### src/rtl/hdmi_ddr_serializer_ctrl.sv
// TMDS serializer front end: turns 10-bit symbols for three data channels plus
// the clock channel into 2-bit DDR pos/neg pairs on the 5x pixel clock.
module hdmi_ddr_serializer_ctrl #(
  parameter logic [9:0] IDLE_SYMBOL = 10'b1101010100,
  parameter logic [9:0] CLK_PATTERN = 10'b0000011111
) (
  input  logic       clock,
  input  logic       reset,
  input  logic [9:0] in_sym0,
  input  logic [9:0] in_sym1,
  input  logic [9:0] in_sym2,
  input  logic       in_valid,
  output logic       in_ready,
  output logic [1:0] pos0,
  output logic [1:0] neg0,
  output logic [1:0] pos1,
  output logic [1:0] neg1,
  output logic [1:0] pos2,
  output logic [1:0] neg2,
  output logic [1:0] posc,
  output logic [1:0] negc,
  output logic       pixel_strobe,
  output logic       underflow,
  output logic       underflow_sticky,
  input  logic       clear_sticky
);

  logic [2:0]  phase;
  logic [9:0]  sr0, sr1, sr2, src;
  logic [29:0] hold_buf;
  logic        buf_full;
  logic        load_cycle;
  logic        xfer;
  logic        starve;

  assign load_cycle = (phase == 3'd4);
  assign in_ready   = !buf_full || load_cycle;
  assign xfer       = in_valid && in_ready;
  assign starve     = load_cycle && !buf_full && !xfer;

  assign pos0 = sr0[1:0];
  assign neg0 = ~sr0[1:0];
  assign pos1 = sr1[1:0];
  assign neg1 = ~sr1[1:0];
  assign pos2 = sr2[1:0];
  assign neg2 = ~sr2[1:0];
  assign posc = src[1:0];
  assign negc = ~src[1:0];

  always_ff @(posedge clock) begin
    if (reset) begin
      phase            <= 3'd0;
      sr0              <= IDLE_SYMBOL;
      sr1              <= IDLE_SYMBOL;
      sr2              <= IDLE_SYMBOL;
      src              <= CLK_PATTERN;
      hold_buf         <= '0;
      buf_full         <= 1'b0;
      pixel_strobe     <= 1'b0;
      underflow        <= 1'b0;
      underflow_sticky <= 1'b0;
    end else begin
      phase        <= load_cycle ? 3'd0 : phase + 3'd1;
      // registered so the strobe is high exactly while phase 4 is current
      pixel_strobe <= (phase == 3'd3);
      underflow    <= starve;

      if (load_cycle) begin
        src <= CLK_PATTERN;
        if (buf_full) begin
          {sr2, sr1, sr0} <= hold_buf;
        end else if (xfer) begin
          {sr2, sr1, sr0} <= {in_sym2, in_sym1, in_sym0};
        end else begin
          sr0 <= IDLE_SYMBOL;
          sr1 <= IDLE_SYMBOL;
          sr2 <= IDLE_SYMBOL;
        end
        // a full buffer is refilled in the same cycle it drains
        if (buf_full && xfer) begin
          hold_buf <= {in_sym2, in_sym1, in_sym0};
        end else if (buf_full) begin
          buf_full <= 1'b0;
        end
      end else begin
        sr0 <= {2'b00, sr0[9:2]};
        sr1 <= {2'b00, sr1[9:2]};
        sr2 <= {2'b00, sr2[9:2]};
        src <= {2'b00, src[9:2]};
        if (xfer) begin
          hold_buf <= {in_sym2, in_sym1, in_sym0};
          buf_full <= 1'b1;
        end
      end

      // set wins over clear, both on the starved load and while the pulse is visible
      if (starve || underflow) begin
        underflow_sticky <= 1'b1;
      end else if (clear_sticky) begin
        underflow_sticky <= 1'b0;
      end
    end
  end

endmodule

### config.mk
export PLATFORM = sky130hd
export DESIGN_NAME = hdmi_ddr_serializer_ctrl
export DESIGN_NICKNAME = d
export VERILOG_FILES = /design/src/rtl/hdmi_ddr_serializer_ctrl.sv
export SDC_FILE = /design/constraint.sdc
export NUM_CORES = 1
export LEC_CHECK = 0
export CAP_MARGIN = 20
export CORE_AREA = 4 4 79 81
export DETAILED_ROUTE_END_ITERATION = 8
export DIE_AREA = 0 0 83 85
export PLACE_DENSITY = 0.83
export SLEW_MARGIN = 20
export SYNTH_ARGS = -nofsm -noshare
export SYNTH_HDL_FRONTEND = slang
export SYNTH_SLANG_ARGS = --single-unit
export TNS_END_PERCENT = 100
### constraint.sdc
create_clock -name clock -period 3.5 [get_ports clock]
set_input_delay 0.875 -clock clock [delete_from_list [all_inputs] [get_ports clock]]
set_output_delay 0.875 -clock clock [all_outputs]
set_load 0.01 [all_outputs]
==> metrics, run 1 <==
status=finished clean; min-delay src=src[3]; critical setup path kind=reg -> out; average routed wire per standard cell=14.2 um; fraction of registers with async set/reset=0; reg2reg start=phase[0]; number of max-cap violations=0; WL final=6150 um; startpoint types=register; CTS Hold Bufs=0; Num CTS Buffers=9; pwr dens=482 mW/mm^2; tightest hold margin=a little over 0.4 ns; worst slew pin tran=0.916 ns; multi-input gate area in the final layout=0.00137 mm^2; Clk pin slew, worst setup/hold paths=0.07 ns; Clock Path Buffers=2; register area=0.00140 mm^2; Achievable Freq=406 MHz; Pins Over Slew Limit=0; Mapped Area=0.00306 mm^2; Slew HR=0.389; share of layout cells above drive strength 1=0.0663; via-per-instance ratio=5.32; Util after Layout=0.672; Post-synth EDFFs=0; global-route wire length before repair=10400 um; CORE AREA=0.00547 mm^2; Data required, critical path=roughly 2.6 ns; Setup TNS=0 ns; Routed Antenna Nets=0; ys flop type=dfxtp_1; Port Buffer Count=53; Worst setup EP type=output port; clock power share=0.354; largest net degree at the start of global routing=98; DRC Markers=0; Commonest cells post-synth=dfxtp_1, nand2b_1, mux2i_1; CP max FO=3; Area Overhead vs Synth=20.3%; Tcrit/Tclk final=0.704; CTS tree=yes; initial drt markers=120; root buffer cell=clkbuf_8; # setup viols final=0; post-synth top area cell=dfxtp_1; Yosys reg bits=70; FF-to-FF End=hold_buf[0]; Seq/Total Area, Yosys=0.458; Period minus WS final=2.46 ns; DRT Pass-1 Iters=4; CTS sink count=70; sw frac=0.255; Power Total=1.78 mW; die width=83 um; Cell Rows=27; Vias=2309; # diodes=0; internal power=about 1.3 mW; Flop pwr share=0.496; vias in the first global route=2246; Register-to-Register Path Depth=6; hpwl dp=slightly below 4000 um; RSZ-0062 raised after global routing=no; Worst Hold Endpoint=src[2]; Layout fillers=450; Post-Synthesis Cells=about 320; Syn Nets=360; RePlAce Congestion=0.777; worst reg-to-reg setup slack=~1.3 ns; Synth Warn #=0; GRT Total Usage=0.179; Hold WC Path Type=reg -> reg; Final Skew=0.00653 ns; Leak Pwr=1.42 nW; GR Overflow Total=0; count of cell types in the netlist=28; I/O pin cnt=54; initial antenna violation count=0; Final nets=394; Fin. Hold Viols=0; Critical Path AT=1.59 ns; Hold Crit Depth=1; post_cts resized=0; Net Switching=0.453 mW; Logic pwr share=0.149; CTS H-tree lvls=3; maximum vdd ir drop=approximately 0.3 mV; Avg Inst Size Synth=between 9 and 10 um^2; top cell type's share of synthesized area=0.458; Clock Latency Late Sink=0.34 ns; Post-CTS Setup Inserts=0; cell with the most instances after synthesis=dfxtp_1; Initial Utilization=0.559; Die ar.=0.00706 mm^2; Die Y=~85 um; ranking of synthesized cells by area=dfxtp_1, nand2b_1, mux2i_1
## worst max path at each step
stage	startpoint	to	depth (start not counted)	slack, ns
after global routing	phase[0]	in_ready	5	0.94
final	phase[0]	in_ready	5	1.04
after detailed placement	in_valid	hold_buf[0]	6	0.90
after global placement	in_valid	sr2[3]	4	0.94
after CTS	phase[0]	in_ready	5	1.02
after floorplan	phase[0]	in_ready	5	1.64
## worst max-delay path, cell delays in order (launching register included)
cell and delay, ns:
dfxtp_1 0.35, inv_1 0.05, ha_1 0.21, nand2_1 0.09, nand2_1 0.06, clkdlybuf4s50_1 0.47
## cells in the final DEF, fill, tap and decap left out, drive strengths merged
cell type and n:
inv 15, nor2 19, nor2b 2, clkinvlp 1, nand2 3, ha 3, clkdlybuf4s50 52, dfxtp 70
o22ai 9, clkbuf 10, and2 1, a221oi 15, nor3 15, or3 3, o21ai 17, bufinv 1
nand2b 62, a21oi 12, mux2i 30, nor3b 6, nand4 1, o21bai 6, clkinv 3, buf 6
## area by class of cell
| type | count | share of cell area |
|---|---|---|
| Inverter | 14 | 0.0143 |
| Sequential cell | 70 | 0.381 |
| Tap cell | 72 | 0.0245 |
| Clock buffer | 10 | 0.0347 |
| Multi-Input combinational cell | 204 | 0.373 |
| Clock inverter | 6 | 0.0167 |
| Timing Repair Buffer | 58 | 0.156 |
## state kept, by name, indices dropped and copies added (netlist names)
name and cells:
hold_buf 30, sr0 10, sr1 10, sr2 10, phase 3, src 3, buf_full 1, pixel_strobe 1
underflow 1, underflow_sticky 1
## layer usage
layer	up-vias	track usage	wire, um
met3	9	0.0456	341
li1	1154	-	-
met1	1079	0.224	2720
met2	67	0.290	3000
met4	0	0.0862	82
met5	-	0	0
## logic make-up (layout without fill, tap and decap cells)
group                      Yosys count  after routing  share of synthesized area
AOI/OAI and AO/OA                   59             59                      0.127
and+or+nand+nor                    112            112                      0.211
adders and majority gates            3              3                     0.0123
buffers and inverters               49             88                     0.0933
DFF                                 70             70                      0.458
muxes                               30             30                     0.0982
## through the flow
stage | cell area [um^2] | setup slack, ns | std cells
2_1_floorplan | 3060 | 1.64 | 323
3_3_place_gp | 3490 | 0.943 | 418
3_5_place_dp | 3490 | 0.898 | 418
4_1_cts | 3680 | 1.02 | 434
5_1_grt | 3680 | 0.941 | 434
6_report | 3680 | 1.04 | 434
## power groups by stage
stage               clock network, mW  logic, mW  registers, mW
floorplan                           0      0.184          0.893
global placement                    0      0.261          0.896
detailed placement                  0      0.268          0.899
CTS                             0.642      0.269          0.881
global route                    0.674      0.294          0.888
finish                          0.629      0.265          0.881
(Power assumes the default switching activity.)
==> run 2, diff against run 1 <==
--- a/config.mk
+++ b/config.mk
@@ -6,10 +6,10 @@
 export NUM_CORES = 1
 export LEC_CHECK = 0
 export CAP_MARGIN = 20
-export CORE_AREA = 4 4 79 81
+export CORE_AREA = 4 4 82 84
 export DETAILED_ROUTE_END_ITERATION = 8
-export DIE_AREA = 0 0 83 85
-export PLACE_DENSITY = 0.83
+export DIE_AREA = 0 0 86 88
+export PLACE_DENSITY = 0.78
 export SLEW_MARGIN = 20
 export SYNTH_ARGS = -nofsm -noshare
 export SYNTH_HDL_FRONTEND = slang
==> constraint.sdc (replaced) <==
create_clock -name clock -period 2.5 [get_ports clock]
set_input_delay 0.625 -clock clock [delete_from_list [all_inputs] [get_ports clock]]
set_output_delay 0.625 -clock clock [all_outputs]
set_load 0.01 [all_outputs]
==> metrics, run 2 (same netlist as run 1, synthesis figures left out) <==
status=finished clean; leading cell type in the layout, fill and taps excluded=dfxtp_1; post_cts resized=0; I/O pin cnt=54; hpwl dp=4140 um; Vias=2337; Fin. Hold Viols=0; Clock Path Buffers=2; Area Overhead vs Synth=21.1%; WL final=6430 um; Hold WC Path Type=reg -> reg; Data required, critical path=1.88 ns; slowest stage cell, crit path=clkdlybuf4s50_1; Final nets=~400; RSZ-0062 raised after global routing=no; CTS sink count=70; vias in the first global route=2263; Slew HR=0.560; crit-path most repeated cell=nand2_1; GRT Total Usage=0.180; Cell Rows=28; Setup WS post-layout=0.245 ns; dpl ws=0.127 ns; tightest hold margin=about 0.44 ns; Clock Latency Late Sink=0.34 ns; Routed Antenna Nets=0; Clk pin slew, worst setup/hold paths=0.06 ns; CP delay by family, top=buffers and inverters; CTS tree=yes; dpl cells=roughly 420; # setup viols final=0; root buffer cell=clkbuf_8; Util after Layout=0.626; Placed Area=0.00353 mm^2; Leak Pwr=1.43 nW; CTS H-tree lvls=3; critical setup path kind=reg -> out; startpoint types=register; Period minus WS final=2.26 ns; Critical Path AT=1.63 ns; # diodes=0; commonest cells after routing, fill and taps aside=dfxtp_1, nand2b_1, clkdlybuf4s50_1, mux2i_1, nor2_1; GR Overflow Total=0; CP max FO=3; global-route wire length before repair=10700 um; Achievable Freq=443 MHz; worst slew pin tran=0.657 ns; DRC Markers=0; Post-CTS Setup Inserts=0; worst path bufs/invs=2; Worst setup EP type=output port; Pins Over Slew Limit=0; CORE AREA=between 0.005 and 0.006 mm^2; die width=86 um; fin cells=around 440; initial drt markers=~140; via-per-instance ratio=5.34; Most flops, register=hold_buf; Final Skew=0.00461 ns; flip-flop count of the largest register after layout=30; average routed wire per standard cell=14.7 um; Initial Utilization=0.516; Power Total=2.43 mW; Die Y=88 um; number of max-cap violations=0; share of layout cells above drive strength 1=0.0689; RePlAce Congestion=0.706; pwr dens=657 mW/mm^2; DRT Pass-1 Iters=4; Num CTS Buffers=9; maximum vdd ir drop=~0.36 mV; Setup TNS=0 ns; initial antenna violation count=0; largest net degree at the start of global routing=41; Die ar.=0.00757 mm^2; crit path cell chain=inv_1 -> ha_1 -> nand2_1 -> nand2_1 -> clkdlybuf4s50_1; Port Buffer Count=between 50 and 60; cell area after layout=0.00370 mm^2; Tcrit/Tclk final=0.902; CTS Hold Bufs=0; slowest stage delay, CP=between 0.4 and 0.5 ns
[run 2: cell types whose count changed in the layout (fill, tap and decap cells not counted)]
cell,before,now
clkbuf_8,9,12
buf_4,4,6
clkinv_2,3,1
buf_12,1,2
bufinv_16,1,0
clkinvlp_4,1,0
inv_6,1,0
[run 2: worst paths after layout]
| kind | cells after the start | slack, ns | from | end |
|---|---|---|---|---|
| hold reg to reg | 1 | 0.44 | src[3] | src[2] |
| hold / removal | 1 | 0.44 | src[3] | src[2] |
| setup reg to reg | 6 | 0.84 | phase[0] | hold_buf[12] |
| setup / recovery | 5 | 0.24 | phase[0] | in_ready |
[run 2: report_power, final]
group / internal [mW] / total, mW / switching (mW)
logic: 0.197 / 0.379 / 0.182
clock network: 0.430 / 0.818 / 0.388
registers: 1.20 / 1.23 / 0.0363
[run 2: worst reg2reg max path, stage by stage, from the launching register on]
cell	delay [ns]
dfxtp_1	0.36
inv_1	0.06
ha_1	0.22
and2_1	0.20
o21ai_4	0.15
buf_4	0.32
mux2i_1	0.27
[run 2: layout make-up]
type | count | area [um^2]
fill | 514 | 2220
sequential | 70 | 1400
multi-input combinational | 204 | 1370
timing repair buffer | 61 | 611
clock buffer | 13 | 169
tap | 75 | 93.8
inverter | 14 | 52.6
clock inverter | 1 | 5.00
[run 2: routing by layer]
metal | part of all wire | wire [um] | global-route usage | vias to the layer above
met5 | 0 | 0 | 0 | -
met4 | 0.0095 | 61 | 0.0432 | 0
met3 | 0.055 | 351 | 0.0659 | 7
met2 | 0.48 | 3080 | 0.296 | 53
met1 | 0.46 | 2930 | 0.227 | 1118
li1 | - | - | - | 1159
